File: config.mk
export PLATFORM = sky130hd
export DESIGN_NAME = decode_stage
export DESIGN_NICKNAME = d
export VERILOG_FILES = /design/src/rtl/decode_stage.sv
export SDC_FILE = /design/constraint.sdc
export NUM_CORES = 1
export LEC_CHECK = 0
export BUFFER_PORTS_ARGS = -buffer_cell sky130_fd_sc_hd__buf_2
export CAP_MARGIN = 20
export CORE_MARGIN = 4
export CORE_UTILIZATION = 60
export CTS_CLUSTER_DIAMETER = 80
export DETAILED_ROUTE_END_ITERATION = 6
export PLACE_DENSITY = 0.88
export REMOVE_ABC_BUFFERS = 1
export SKIP_CTS_REPAIR_TIMING = 1
export SLEW_MARGIN = 20
export SYNTH_ARGS = -nofsm -noshare
export SYNTH_HDL_FRONTEND = slang
export SYNTH_SLANG_ARGS = --single-unit
File: constraint.sdc
create_clock -name clk -period 5.2 [get_ports clk]
set_input_delay 0.26 -clock clk [delete_from_list [all_inputs] [get_ports clk]]
set_output_delay 0.26 -clock clk [all_outputs]
set_load 0.005 [all_outputs]
File: src/rtl/decode_stage.sv
// Registered RV32I decode stage with a 2-entry skid buffer on a valid/ready handshake.
// Optional macro DECODE_MULDIV_EN makes R-type funct7=0x01 legal and reports it on out_muldiv.
module decode_stage #(
   parameter int XLEN     = 32,
   parameter int PC_WIDTH = 32
) (
   input  logic                clk,
   input  logic                rst,
   input  logic                flush,
   input  logic                in_valid,
   output logic                in_ready,
   input  logic [31:0]         in_instr,
   input  logic [PC_WIDTH-1:0] in_pc,
   output logic                out_valid,
   input  logic                out_ready,
   output logic [PC_WIDTH-1:0] out_pc,
   output logic [3:0]          out_op,
   output logic [XLEN-1:0]     out_imm,
   output logic [4:0]          out_rs1,
   output logic [4:0]          out_rs2,
   output logic                out_rs1_valid,
   output logic                out_rs2_valid,
   output logic [4:0]          out_rd,
   output logic                out_rd_valid,
   output logic [2:0]          out_funct3,
   output logic [6:0]          out_funct7,
   output logic                out_illegal,
   output logic                out_muldiv
);

   typedef enum logic [3:0] {
      OP_ALU_R = 4'd0, OP_ALU_I = 4'd1, OP_LOAD = 4'd2, OP_STORE = 4'd3,
      OP_BRANCH = 4'd4, OP_JAL = 4'd5, OP_JALR = 4'd6, OP_LUI = 4'd7,
      OP_AUIPC = 4'd8, OP_SYSTEM = 4'd9, OP_FENCE = 4'd10, OP_ILLEGAL = 4'd15
   } op_e;

   typedef struct packed {
      logic [PC_WIDTH-1:0] pc;
      logic [3:0]          op;
      logic [XLEN-1:0]     imm;
      logic [4:0]          rs1;
      logic [4:0]          rs2;
      logic                rs1_v;
      logic                rs2_v;
      logic [4:0]          rd;
      logic                rd_v;
      logic [2:0]          funct3;
      logic [6:0]          funct7;
      logic                illegal;
      logic                muldiv;
   } bundle_t;

   logic [6:0] opc;
   logic [2:0] f3;
   logic [6:0] f7;
   logic [XLEN-1:0] imm_i, imm_s, imm_b, imm_u, imm_j, imm_sh;

   assign opc    = in_instr[6:0];
   assign f3     = in_instr[14:12];
   assign f7     = in_instr[31:25];
   assign imm_i  = XLEN'($signed(in_instr[31:20]));
   assign imm_s  = XLEN'($signed({in_instr[31:25], in_instr[11:7]}));
   assign imm_b  = XLEN'($signed({in_instr[31], in_instr[7], in_instr[30:25], in_instr[11:8], 1'b0}));
   assign imm_u  = XLEN'($signed({in_instr[31:12], 12'b0}));
   assign imm_j  = XLEN'($signed({in_instr[31], in_instr[19:12], in_instr[20], in_instr[30:21], 1'b0}));
   assign imm_sh = XLEN'(in_instr[24:20]);

   bundle_t dec;
   logic    legal;

   always_comb begin
      dec        = '0;
      legal      = 1'b1;
      dec.pc     = in_pc;
      dec.rs1    = in_instr[19:15];
      dec.rs2    = in_instr[24:20];
      dec.rd     = in_instr[11:7];
      dec.funct3 = f3;
      case (opc)
         7'b0110011: begin
            dec.op = OP_ALU_R; dec.funct7 = f7;
            dec.rs1_v = 1'b1; dec.rs2_v = 1'b1; dec.rd_v = 1'b1;
            case (f7)
               7'h00:   legal = 1'b1;
               7'h20:   legal = (f3 == 3'd0) || (f3 == 3'd5);
`ifdef DECODE_MULDIV_EN
               7'h01:   dec.muldiv = 1'b1;
`endif
               default: legal = 1'b0;
            endcase
         end
         7'b0010011: begin
            dec.op = OP_ALU_I; dec.rs1_v = 1'b1; dec.rd_v = 1'b1;
            if (f3 == 3'd1 || f3 == 3'd5) begin
               dec.imm    = imm_sh;
               dec.funct7 = f7;
               legal      = (f7 == 7'h00) || (f7 == 7'h20 && f3 == 3'd5);
            end else begin
               dec.imm = imm_i;
            end
         end
         7'b0000011: begin
            dec.op = OP_LOAD; dec.imm = imm_i; dec.rs1_v = 1'b1; dec.rd_v = 1'b1;
            legal = !(f3 == 3'd3 || f3 == 3'd6 || f3 == 3'd7);
         end
         7'b0100011: begin
            dec.op = OP_STORE; dec.imm = imm_s; dec.rs1_v = 1'b1; dec.rs2_v = 1'b1;
            legal = (f3 < 3'd3);
         end
         7'b1100011: begin
            dec.op = OP_BRANCH; dec.imm = imm_b; dec.rs1_v = 1'b1; dec.rs2_v = 1'b1;
            legal = !(f3 == 3'd2 || f3 == 3'd3);
         end
         7'b1101111: begin dec.op = OP_JAL; dec.imm = imm_j; dec.rd_v = 1'b1; end
         7'b1100111: begin
            dec.op = OP_JALR; dec.imm = imm_i; dec.rs1_v = 1'b1; dec.rd_v = 1'b1;
            legal = (f3 == 3'd0);
         end
         7'b0110111: begin dec.op = OP_LUI;    dec.imm = imm_u; dec.rd_v = 1'b1; end
         7'b0010111: begin dec.op = OP_AUIPC;  dec.imm = imm_u; dec.rd_v = 1'b1; end
         7'b1110011: begin dec.op = OP_SYSTEM; dec.imm = imm_i; end
         7'b0001111: begin dec.op = OP_FENCE;  dec.imm = imm_i; end
         default:    legal = 1'b0;
      endcase
      if (dec.rd == 5'd0) dec.rd_v = 1'b0;
      // Illegal bundles keep indices/funct fields for debug but claim no operands.
      if (!legal) begin
         dec.op      = OP_ILLEGAL;
         dec.illegal = 1'b1;
         dec.imm     = '0;
         dec.rs1_v   = 1'b0;
         dec.rs2_v   = 1'b0;
         dec.rd_v    = 1'b0;
         dec.muldiv  = 1'b0;
      end
   end

   bundle_t main_q, main_d, skid_q, skid_d;
   logic    main_v_q, main_v_d, skid_v_q, skid_v_d;
   logic    accept, pop;

   assign in_ready = !skid_v_q;
   assign accept   = in_valid && in_ready;
   assign pop      = main_v_q && out_ready;

   always_comb begin
      main_d   = main_q;
      main_v_d = main_v_q;
      skid_d   = skid_q;
      skid_v_d = skid_v_q;
      if (flush) begin
         main_v_d = 1'b0;
         skid_v_d = 1'b0;
      end else if (!main_v_q) begin
         if (accept) begin main_d = dec; main_v_d = 1'b1; end
      end else if (pop) begin
         // accept cannot coincide with a full skid because in_ready is low then
         if (skid_v_q) begin
            main_d   = skid_q;
            skid_v_d = 1'b0;
         end else if (accept) begin
            main_d = dec;
         end else begin
            main_v_d = 1'b0;
         end
      end else if (accept) begin
         skid_d   = dec;
         skid_v_d = 1'b1;
      end
   end

   always_ff @(posedge clk) begin
      if (rst) begin
         main_q   <= '0;
         skid_q   <= '0;
         main_v_q <= 1'b0;
         skid_v_q <= 1'b0;
      end else begin
         main_q   <= main_d;
         skid_q   <= skid_d;
         main_v_q <= main_v_d;
         skid_v_q <= skid_v_d;
      end
   end

   assign out_valid     = main_v_q;
   assign out_pc        = main_q.pc;
   assign out_op        = main_q.op;
   assign out_imm       = main_q.imm;
   assign out_rs1       = main_q.rs1;
   assign out_rs2       = main_q.rs2;
   assign out_rs1_valid = main_q.rs1_v;
   assign out_rs2_valid = main_q.rs2_v;
   assign out_rd        = main_q.rd;
   assign out_rd_valid  = main_q.rd_v;
   assign out_funct3    = main_q.funct3;
   assign out_funct7    = main_q.funct7;
   assign out_illegal   = main_q.illegal;
   assign out_muldiv    = main_q.muldiv;

endmodule

# Yosys cells after proc, flatten, opt, wreduce, memory -nomap -nowiden

Cells that the tools add are included.

Bits in registers: 198
Output and inout bits: 100
Input port bits: 69

Reductions and logical operators: 26
Bitwise operators: 2
Mux-type cells: 26
Eq/ne operators: 19
$lt $le $gt $ge: 1

Operators by type and width:

| cell                                           | number |
|---|---|
| two-way mux 98 bit                             | 4 |
| one-hot mux 32 bit (6 select lines)            | 1 |
| one-hot mux 4 bit (10 select lines)            | 1 |
| two-way mux 36 bit                             | 1 |
| two-way mux 32 bit                             | 1 |
| == test 7 x 6 -> 1 bit (second input constant) | 4 |
| == test 7 bit (second input constant)          | 4 |
| == test 7 x 5 -> 1 bit (second input constant) | 2 |
| one-hot mux 7 bit (2 select lines)             | 1 |
| two-way mux 1 bit                              | 12 |
| == test 3 bit (second input constant)          | 3 |
| == test 7 x 2 -> 1 bit (second input constant) | 1 |
| == test 7 x 4 -> 1 bit (second input constant) | 1 |
| zero test 7 bit                                | 1 |
| two-way mux 7 bit                              | 1 |
| one-hot mux 1 bit (7 select lines)             | 1 |
| OR reduction 7 bit                             | 1 |
| == test 3 x 2 -> 1 bit (second input constant) | 2 |
| logical OR 1 bit                               | 6 |
| OR reduction 6 bit                             | 1 |
| zero test 5 bit                                | 1 |
| OR reduction 5 bit                             | 1 |
| two-way mux 2 bit                              | 2 |
| AND reduction 2 bit                            | 2 |
| 13 further kinds                               | 19 |

# Logic depth before layout (Yosys ltp)

Gate-level depths: netlist of the first run.

Depth after elaboration: 10
Gate-level depth with buffers: 9
Depth with buffers taken out: 5

# Worst setup path before layout of the first run

No wires, ideal clock.

Kind: input port to flip-flop
Start point: in in_instr[6]
End point: reg main_q (netlist bit out_imm[2])
Path slack: 3.146 ns
Data required time: 5.084 ns
Cell stages on the path: 8
Arrival time: 1.938 ns
Library setup time: 0.116 ns
Cells stage by stage: buf_2 > and2_4 > a221oi_1 > o311ai_1 > or3_1 > buf_4 > buf_4 > a31o_1

Longest elaborated chain between the ends: 8

RTL lines:

| item                                                                                             | line     | RTL |
|---|---|---|
| start, declared                                                                                  | 12       | `input logic [31:0] in_instr,` |
| == test 7 x 4 -> 1 bit, or another cell as far along                                             | 79       | `case (opc)` |
| OR reduction 5 bit (no line), or another cell as far along                                       | -        |  |
| one-hot mux 1 bit (7 select lines) / one-hot mux 32 bit (6 select lines) (equally long branches) | 79       |  |
| two-way mux 36 bit *                                                                             | 127      | `if (!legal) begin` |
| two-way mux 98 bit *                                                                             | 155, 161 |  |
| two-way mux 98 bit                                                                               | 158      | `if (skid_v_q) begin` |
| two-way mux 98 bit                                                                               | 156      | `end else if (pop) begin` |
| two-way mux 98 bit *                                                                             | 154      | `end else if (!main_v_q) begin` |
| end signal, assigned                                                                             | 179      | `main_q <= main_d;` |
| end, declared                                                                                    | 138      | `bundle_t main_q, main_d, skid_q, skid_d;` |

Every way passes the cells marked *; elsewhere a longest branch is shown, timed or not. The select of a mux whose other input is x is not followed.
A chain may end at the register's enable or synchronous reset.

# Worst setup path after layout of the first run

Start point: reg skid_v_q
End point: reg main_q (netlist bit out_imm[25])

Longest elaborated chain between the ends: 6

RTL lines:

| item                   | line | RTL |
|---|---|---|
| start, declared        | 139  | `logic main_v_q, main_v_d, skid_v_q, skid_v_d;` |
| start signal, assigned | 182  | `skid_v_q <= skid_v_d;` |
| zero test 1 bit        | 142  | `assign in_ready = !skid_v_q;` |
| logical AND 1 bit      | 143  | `assign accept = in_valid && in_ready;` |
| two-way mux 98 bit     | -    |  |
| two-way mux 98 bit     | 158  |  |
| two-way mux 98 bit     | 156  |  |
| two-way mux 98 bit *   | 154  |  |

Marks and branches as above.

==> flow_summary.toml, run 1 <==
[logic_synthesis]
synthMuxAreaShare_pct = 0
synth_top_family_by_area = "compound AO/OA/AOI/OAI gates"
synth_cell_types = 68
yosys_warnings = 0
ys_seq_area_share_pct = 44.6
syn-cell-area_mm2 = 0.00885
synth-seq-cells = 197
synth_compound_area_share_pct = 32.9
synth-async-reset-ratio_pct = 0
syn_area_per_cell_um2 = 8.19
synth_edf_count = 0
synthesis.instances = 1081
synth_simple_gate_area_share_pct = 16.8
synthFlopType = "dfxtp_1"
synth-adder-area-share_pct = 0
synth_xor_area_share_pct = 0.297

[timing]
fin_crit_sh_pct = 55.9
rsz0062_at_grt = "false"
layout_setup_ws_ns = 2.29
min_period_ns = 2.91
clock.fmax_ghz = 0.344
relSlewSlack_pct = 25.5
hold_violations = 0
skew_ns = 0.00987
slew_violations = 0
setup_viol = 0
worst_pin_slew_ns = 1.11

[power]
power_density_mw_per_mm2 = 323
p_leak_nw = 4.05
p_seq_share_pct = 48.0
power.share.switching_pct = 24.9
pwr-share-comb_pct = 10.9
p_int_w = 0.00249
p_sw_w = 0.000825
power.share.clock_pct = 41.1
peakVddDrop_v = 0.000238

[placement]
dp_slack_ns = 2.38
dp_hpwl_um = 15900
place.gp.congestion = 0.987
placed_cells = 1340
port_buffers = 168

[clocking]
path_clk_slew_ns = 0.07
cts_tree = "done"
root_buffer = "clkbuf_16"
cts_buffers = 17
cts_max_level = 4
cts_buffer_depth = 2
clk_latency_ns = 0.43
clock_sinks = 197

[floorplanning]
start_util_pct = 61.1
die_h_um = 129
rows = 44
chipWidth_um = 129
coreArea_mm2 = 0.0145
num_io_pins = 169
die_area_mm2 = 0.0168

[grt]
grt-ovfl-total = 0
antenna_found_initial = 0
grt_pass1_wl_um = 41300
grt_util_all_layers_pct = 30.2
grt_pass1_vias = 8162
grt_max_degree = 78

[detailed_routing]
wire_per_inst_um = 19.1
vias_per_cell = 6.55
drc_errors = 1
vias = 9000
initialDrtViolationCount = 1170
ant_nets = 0
finalWirelength_um = 26200
dr.pass1.iters = 7

[job]
maxCapViolations = 0

[worst_setup_path]
required_ns = 5.53
end_kind = "register"
crit_type = "reg -> reg"
crit_fanout = 65
cp.arrival_ns = 3.24
cp-start-kind = "register"

[layout]
syn2layout_area_growth_pct = 15.9
drive_gt1_share_pct = 21.1
instances_no_fill = 1373
nNetsFinal = 1244

[outcome]
status = "complete, but fails checks"
failed_checks = "DRC"

[hold_path]
hp-class = "in -> reg"
==> Yosys cell counts (3+ instances only) <==
cell / number / share of area [%]
o22ai_1: 56 / 4.0
o221ai_1: 10 / 0.99
a32o_1: 15 / 1.7
buf_6: 3 / 0.38
a31oi_1: 9 / 0.64
nor2b_1: 20 / 1.4
a21oi_1: 167 / 9.4
o31ai_1: 27 / 2.3
buf_1: 12 / 0.51
a22o_1: 4 / 0.40
o2111ai_1: 7 / 0.69
a31o_1: 11 / 1.1
nor3b_1: 3 / 0.25
and2_1: 3 / 0.21
o311ai_0: 6 / 0.59
nand2_1: 151 / 6.4
o221a_2: 13 / 1.7
or3_1: 13 / 0.92
or4_1: 14 / 1.2
buf_2: 13 / 0.74
clkbuf_1: 79 / 3.4
nor2_1: 53 / 2.2
a211oi_1: 6 / 0.51
a22oi_1: 13 / 1.1
nand2b_1: 5 / 0.35
dfxtp_1: 197 / 45
a211oi_2: 3 / 0.42
o211a_1: 6 / 0.68
nor3_1: 7 / 0.40
nand3_1: 26 / 1.5
inv_1: 5 / 0.21
o21ai_0: 66 / 3.7
o211ai_1: 4 / 0.34
nand4_1: 6 / 0.42
==> final timing paths <==
| check | end | depth (start not counted) | startpoint | slack [ns] |
|---|---|---|---|---|
| max reg2reg | out_imm[25] | 7 | skid_v_q | 2.29 |
| max | out_imm[25] | 7 | skid_v_q | 2.29 |
| min reg2reg | skid_q[95] | 2 | skid_q[95] | 0.45 |
| min | skid_q[70] | 3 | in_pc[4] | 0.07 |
==> critical path, stage by stage (launching register included) <==
cell	delay, ns
dfxtp_1	0.36
nand2b_4	0.32
buf_4	0.42
a211oi_4	0.31
buf_4	0.60
nor2_1	0.10
or4_1	0.55
o31ai_1	0.10
==> layout by cell type, fill, tap and decap left out, types with 4 or more instances in the layout <==
master / instances
dfxtp_1: 197
a21oi_1: 167
buf_2: 167
nand2_1: 150
o21ai_0: 66
o22ai_1: 56
nor2_1: 52
o31ai_1: 26
nand3_1: 26
nor2b_1: 20
clkbuf_16: 17
buf_4: 17
a32o_1: 15
or4_1: 14
a22oi_1: 13
o221a_2: 13
or3_1: 12
a31o_1: 11
o221ai_1: 10
a31oi_1: 9
o2111ai_1: 7
nor3_1: 6
a211oi_1: 6
nand4_1: 6
o311ai_0: 6
o211a_1: 6
clkinv_2: 5
o211ai_1: 4
a22o_1: 4
nand2b_1: 4
inv_1: 4
==> cell families (layout without fill, tap and decap cells) <==
| group | Yosys count | count (layout) |
|---|---|---|
| AOI/OAI and AO/OA | 448 | 448 |
| xor gates and xnor gates | 3 | 3 |
| buffers and inverters | 115 | 222 |
| DFF | 197 | 197 |
| other | 0 | 1 |
| and+or+nand+nor | 318 | 318 |
==> stage by stage <==
stage | cell area [um2] | util [%] | hold WS, ns | TNS (ns) | total power (W)
after floorplan | 8390 | - | 0.325 | -137.84 | 0.00180
after global placement | 9620 | 66.5 | 0.434 | 0 | 0.00197
after detailed placement | 9630 | 66.5 | 0.440 | 0 | 0.00198
after CTS | 10200 | 70.8 | 0.0566 | 0 | 0.00332
after global routing | 10200 | 70.8 | 0.0720 | 0 | 0.00343
final | 10300 | 70.8 | 0.0741 | 0 | 0.00331
==> per-layer routing <==
layer	share of wire, %	up-vias	GRT usage [%]
met5	0	-	0
met4	3.0	0	13.5
met3	9.7	73	5.69
met2	47	509	47.1
met1	40	4197	41.1
li1	-	4221	-
==> registers in the layout, summed over array words and instances, names as in the netlist, 3 cells and up <==
register    cells
out_funct3      3
out_op          4
out_pc         32
out_rs1         5
out_imm        32
out_funct7      7
out_rs2         5
skid_q         97
out_rd          5
==> power by group through the flow <==
stage	combinational [W]	sequential, W	clock (W)
after floorplan	0.000176	0.00162	0
after global placement	0.000346	0.00162	0
after detailed placement	0.000353	0.00162	0
after CTS	0.000356	0.00159	0.00138
after global routing	0.000397	0.00159	0.00144
final	0.000362	0.00159	0.00136
==> layout make-up <==
type	instances	area [um2]
Multi-Input combinational cell	769	4470
Antenna cell	1	2.50
Sequential cell	197	3940
Timing Repair Buffer	184	963
Tap cell	184	230
Clock buffer	20	467
Fill cell	1181	4230
Inverter	6	22.5
Clock inverter	12	150
(Power assumes the default switching activity.)
==> inputs of run 2 (changes only) <==
Settings changed: CORE_UTILIZATION 60 to 56, PLACE_DENSITY 0.88 to 0.83.
Clock period 5.2 ns to 2.7 ns, I/O delays scaled along.
==> flow_summary.toml, run 2 (synthesis results as in run 1) <==
[outcome]
status = "complete, but fails checks"
failed_checks = "hold timing"

[layout]
drive_gt1_share_pct = 21.7
layout_commonest_cell = "dfxtp_1"
top_register = "skid_q"
largest_reg_flops = 97
syn2layout_area_growth_pct = 23.1
final_cell_mix = "197 x dfxtp_1, 167 x a21oi_1, 167 x buf_2"
nNetsFinal = 1308
antennaDiodeCount = 0

[timing]
slew_violations = 0
setup_viol = 0
relSlewSlack_pct = 49.3
hold_violations = 4
setup-tns-final_ns = 0
fin_crit_sh_pct = 80.0
worst_pin_slew_ns = 0.760
clock.fmax_ghz = 0.463
holdWs_ns = -0.0123
layout_setup_ws_ns = 0.541
rsz0062_at_grt = "false"
skew_ns = 0.00989
min_period_ns = 2.16

[detailed_routing]
initialDrtViolationCount = 872
wire_per_inst_um = 18.8
vias = 9208
ant_nets = 0
finalWirelength_um = 27500
vias_per_cell = 6.29
drc_errors = 0
dr.pass1.iters = 5

[power]
power.share.clock_pct = 40.0
power_density_mw_per_mm2 = 587
p_seq_share_pct = 47.8
p_sw_w = 0.00167
p_int_w = 0.00472
p_leak_nw = 4.32
power.share.switching_pct = 26.1
pwr-share-comb_pct = 12.2
peakVddDrop_v = 0.000465

[worst_setup_path]
crit_fanout = 30
r2r_slack_ns = 0.54
required_ns = 3.08
end_kind = "register"
crit_type = "reg -> reg"
cp-start-kind = "register"
cp.arrival_ns = 2.54

[clocking]
cts_buffer_depth = 2
root_buffer = "clkbuf_16"
clock_sinks = 197
path_clk_slew_ns = 0.07
cts_max_level = 4
cts_tree = "done"
cts_buffers = 17
clk_latency_ns = 0.44

[floorplanning]
chipWidth_um = 134
num_io_pins = 169
die_area_mm2 = 0.0179
die_h_um = 134
rows = 45
coreArea_mm2 = 0.0153
start_util_pct = 57.8

[placement]
port_buffers = 168
dp_hpwl_um = 17000
dp_slack_ns = 0.119
place.gp.congestion = 0.974

[grt]
grt_pass1_wl_um = 42800
grt_max_degree = 96
antenna_found_initial = 0
grt-ovfl-total = 0
grt_pass1_vias = 8427
grt_util_all_layers_pct = 29.2

[job]
maxCapViolations = 0

[hold_path]
hp-class = "in -> reg"
-- run 2: cell types whose count changed in the layout (fill, tap and decap cells not counted), sizes merged --
cell	before	now
dlygate4sd3	0	42
buf	184	206
clkinv	8	3
inv	7	11
clkinvlp	0	3
bufinv	3	2
clkbuf	20	19
diode	1	0
-- run 2: per-layer routing --
layer  share of wire, %  vias up  GRT usage, %
li1                   -     4333             -
met1                 42     4354          39.3
met2                 47      446          46.0
met3                8.1       75          6.61
met4                2.9        0          10.5
met5                  0        -             0
-- run 2: final timing paths --
kind                 from         end  cells past startpoint
min reg2reg    skid_q[58]  skid_q[58]                      2
max reg2reg     out_valid  skid_q[31]                      5
min          in_instr[21]  skid_q[21]                      3
max             out_valid  skid_q[31]                      5
-- run 2: layout make-up --
| cell class | instances | area (um2) |
|---|---|---|
| inverters | 6 | 22.5 |
| clock inverters | 13 | 145 |
| fillers | 1223 | 4420 |
| well taps | 211 | 264 |
| flip-flops and latches | 197 | 3940 |
| clock buffers | 19 | 443 |
| multi-input cells | 769 | 4470 |
| repair buffers | 248 | 1600 |
-- run 2: per-stage QoR --
stage	cell area (um2)	power [W]	std cells	hold WS [ns]	util, %
after floorplan	8390	0.00346	972	0.200	-
after global placement	9870	0.00382	1389	0.389	64.5
after detailed placement	9870	0.00383	1389	0.394	64.5
after CTS	10500	0.00635	1421	-0.0664	68.3
after global routing	10900	0.00660	1463	0.00248	71.1
final	10900	0.00639	1463	-0.0123	71.1
-- run 2: power groups by stage --
stage / Combinational (W) / Clock (W) / Sequential [W]
CTS: 0.000716 / 0.00258 / 0.00306
finish: 0.000779 / 0.00256 / 0.00306
global placement: 0.000703 / 0 / 0.00312
global route: 0.000849 / 0.00268 / 0.00307
floorplan: 0.000339 / 0 / 0.00313
detailed placement: 0.000712 / 0 / 0.00312
-- run 2: critical path: stages (launching register included) --
cell,delay [ns]
dfxtp_1,0.47
nand2b_1,0.16
or3_2,0.79
nor2_1,0.24
buf_4,0.24
a32o_1,0.20
==> inputs of run 3 (changes only) <==
Settings changed: ABC_AREA set to 1.
Clock period 2.7 ns to 2.25 ns, I/O delays scaled along.
==> flow_summary.toml, run 3 <==
[layout]
nNetsFinal = 1461
layout_commonest_cell = "nand2_1"
final_cell_mix = "257 x nand2_1, 197 x dfxtp_1, 171 x o21ai_0"
largest_reg_flops = 97
drive_gt1_share_pct = 20.0
top_register = "skid_q"
syn2layout_area_growth_pct = 22.3
instances_no_fill = 1615
fillers = 1246
design_area_mm2 = 0.0109
antennaDiodeCount = 0

[grt]
use_met1_pct = 38.2
grt-ovfl-total = 0
antenna_found_initial = 1
grt_pass1_wl_um = 43200
use_met2_pct = 46.4
grt.busiest_layer = "met2"
grt_util_all_layers_pct = 29.4
grt_max_degree = 151
grt_pass1_vias = 8458
globalRouteMet3Util_pct = 8.48

[timing]
slew_violations = 0
worst_pin_slew_ns = 0.632
holdWs_ns = -0.00426
rsz0062_at_grt = "false"
skew_ns = 0.0100
layout_setup_ws_ns = 0.429
clock.fmax_ghz = 0.549
hold_violations = 1
setup_viol = 0
fin_crit_sh_pct = 80.9
min_period_ns = 1.82
relSlewSlack_pct = 57.9

[worst_setup_path]
cp_num_buf_inv = 2
reg2reg_to = "out_pc[3]"
end_kind = "register"
cp-start-kind = "register"
crit_type = "reg -> reg"
cp.arrival_ns = 2.18
crit_family = "simple AND/OR/NAND/NOR gates"
r2r_start = "out_valid"
crit_fanout = 50
required_ns = 2.61
r2r_slack_ns = 0.43
cp_slowest_cell = "dfxtp_1"
path_cells = "nand2_4 > inv_1 > nor2_1 > nor2_4 > buf_12 > o21ai_0 > a21oi_1"
worstRegToRegCells = 7
slowest_delay_ns = 0.43

[logic_synthesis]
yosysMostFrequentCell = "nand2_1"
synth_top_area_share_pct = 44.3
synth_common_cells = "259 x nand2_1, 197 x dfxtp_1, 171 x o21ai_0"
yosys_warnings = 0
synth_cell_types = 27
synth-seq-cells = 197
syn_area_per_cell_um2 = 7.19
syn-cell-area_mm2 = 0.00891
yosysTopAreaCell = "dfxtp_1"
synth-async-reset-ratio_pct = 0
synthTopCellsByArea = "dfxtp_1 44%, nand2_1 11%, o21ai_0 9.6%"
synth_edf_count = 0
synthesis.instances = 1239
synthFlopType = "dfxtp_1"
ys_seq_area_share_pct = 44.3

[detailed_routing]
finalWirelength_um = 28100
vias_per_cell = 5.88
drc_errors = 0
ant_nets = 0
wire_per_inst_um = 17.4
vias = 9500
initialDrtViolationCount = 955
dr.pass1.iters = 6

[hold_path]
hp-start = "in_instr[15]"
hold_path_end = "skid_q[25]"
hold_depth = 3
hp-class = "in -> reg"

[placement]
port_buffers = 168
dpl_cell_area_mm2 = 0.00989
dp_slack_ns = 0.399
placed_cells = 1547
dp_hpwl_um = 17100
place.gp.congestion = 0.987

[outcome]
failed_checks = "hold timing"
status = "complete, but fails checks"

[floorplanning]
rows = 45
die_area_mm2 = 0.0180
num_io_pins = 169
die_h_um = 134
start_util_pct = 57.9
coreArea_mm2 = 0.0154
chipWidth_um = 134

[clocking]
cts_buffer_depth = 2
cts_max_level = 4
clk_latency_ns = 0.44
path_clk_slew_ns = 0.08
root_buffer = "clkbuf_16"
clock_sinks = 197
cts_tree = "done"
cts_buffers = 17

[power]
peakVddDrop_v = 0.000596
power_density_mw_per_mm2 = 721
p_leak_nw = 4.99

[job]
maxCapViolations = 0
-- run 3: cell type report --
type / count / area, um2 / area share [%]
Sequential cell: 197 / 3940 / 36.2
Clock inverter: 14 / 204 / 1.87
Inverter: 66 / 249 / 2.29
Multi-Input combinational cell: 877 / 4330 / 39.8
Clock buffer: 17 / 425 / 3.91
Tap cell: 211 / 264 / 2.42
Timing Repair Buffer: 233 / 1470 / 13.5
-- run 3: logic make-up after synthesis --
logic type             after synthesis  share of synthesized area [%]
AOI/OAI and AO/OA                  455                           29.6
and+or+nand+nor                    422                           18.8
DFF                                197                           44.3
buffers and inverters              165                           7.39
-- run 3: layer usage --
layer	vias to the layer above	wire [um]	part of all wire, %
li1	4541	-	-
met1	4425	11400	40
met5	-	12	0.043
met2	451	13200	47
met3	81	2690	9.6
met4	2	857	3.1
-- run 3: stage by stage --
stage | TNS (ns) | total power [W] | util [%]
after floorplan | -522.61 | 0.00415 | -
after global placement | 0 | 0.00454 | 64.3
after detailed placement | 0 | 0.00455 | 64.3
after CTS | 0 | 0.00781 | 68.4
after global routing | 0 | 0.00811 | 70.8
final | 0 | 0.00786 | 70.8
-- run 3: worst min-delay path: stages --
cell and delay (ns):
buf_2 0.13, nor2_1 0.06, nor2_1 0.09
-- run 3: where the power goes --
part | leakage (nW) | internal [W] | total, W | switching, W
registers | 1.60 | 0.00361 | 0.00369 | 0.0000786
logic | 3.07 | 0.000347 | 0.000853 | 0.000506
clock network | 0.310 | 0.00181 | 0.00331 | 0.00150
total | 4.99 | 0.00577 | 0.00786 | 0.00208
-- run 3: worst max-delay path by stage --
| stage | start | endpoint | slack, ns | depth (start not counted) |
|---|---|---|---|---|
| 6_report | out_valid | out_pc[3] | 0.43 | 7 |
| 3_3_place_gp | in_instr[3] | out_imm[28] | 0.37 | 14 |
| 2_1_floorplan | skid_v_q | skid_q[62] | -4.38 | 10 |
| 5_1_grt | skid_v_q | out_imm[23] | 0.33 | 9 |
| 4_1_cts | skid_v_q | out_imm[24] | 0.49 | 9 |
| 3_5_place_dp | in_instr[13] | out_imm[24] | 0.40 | 13 |
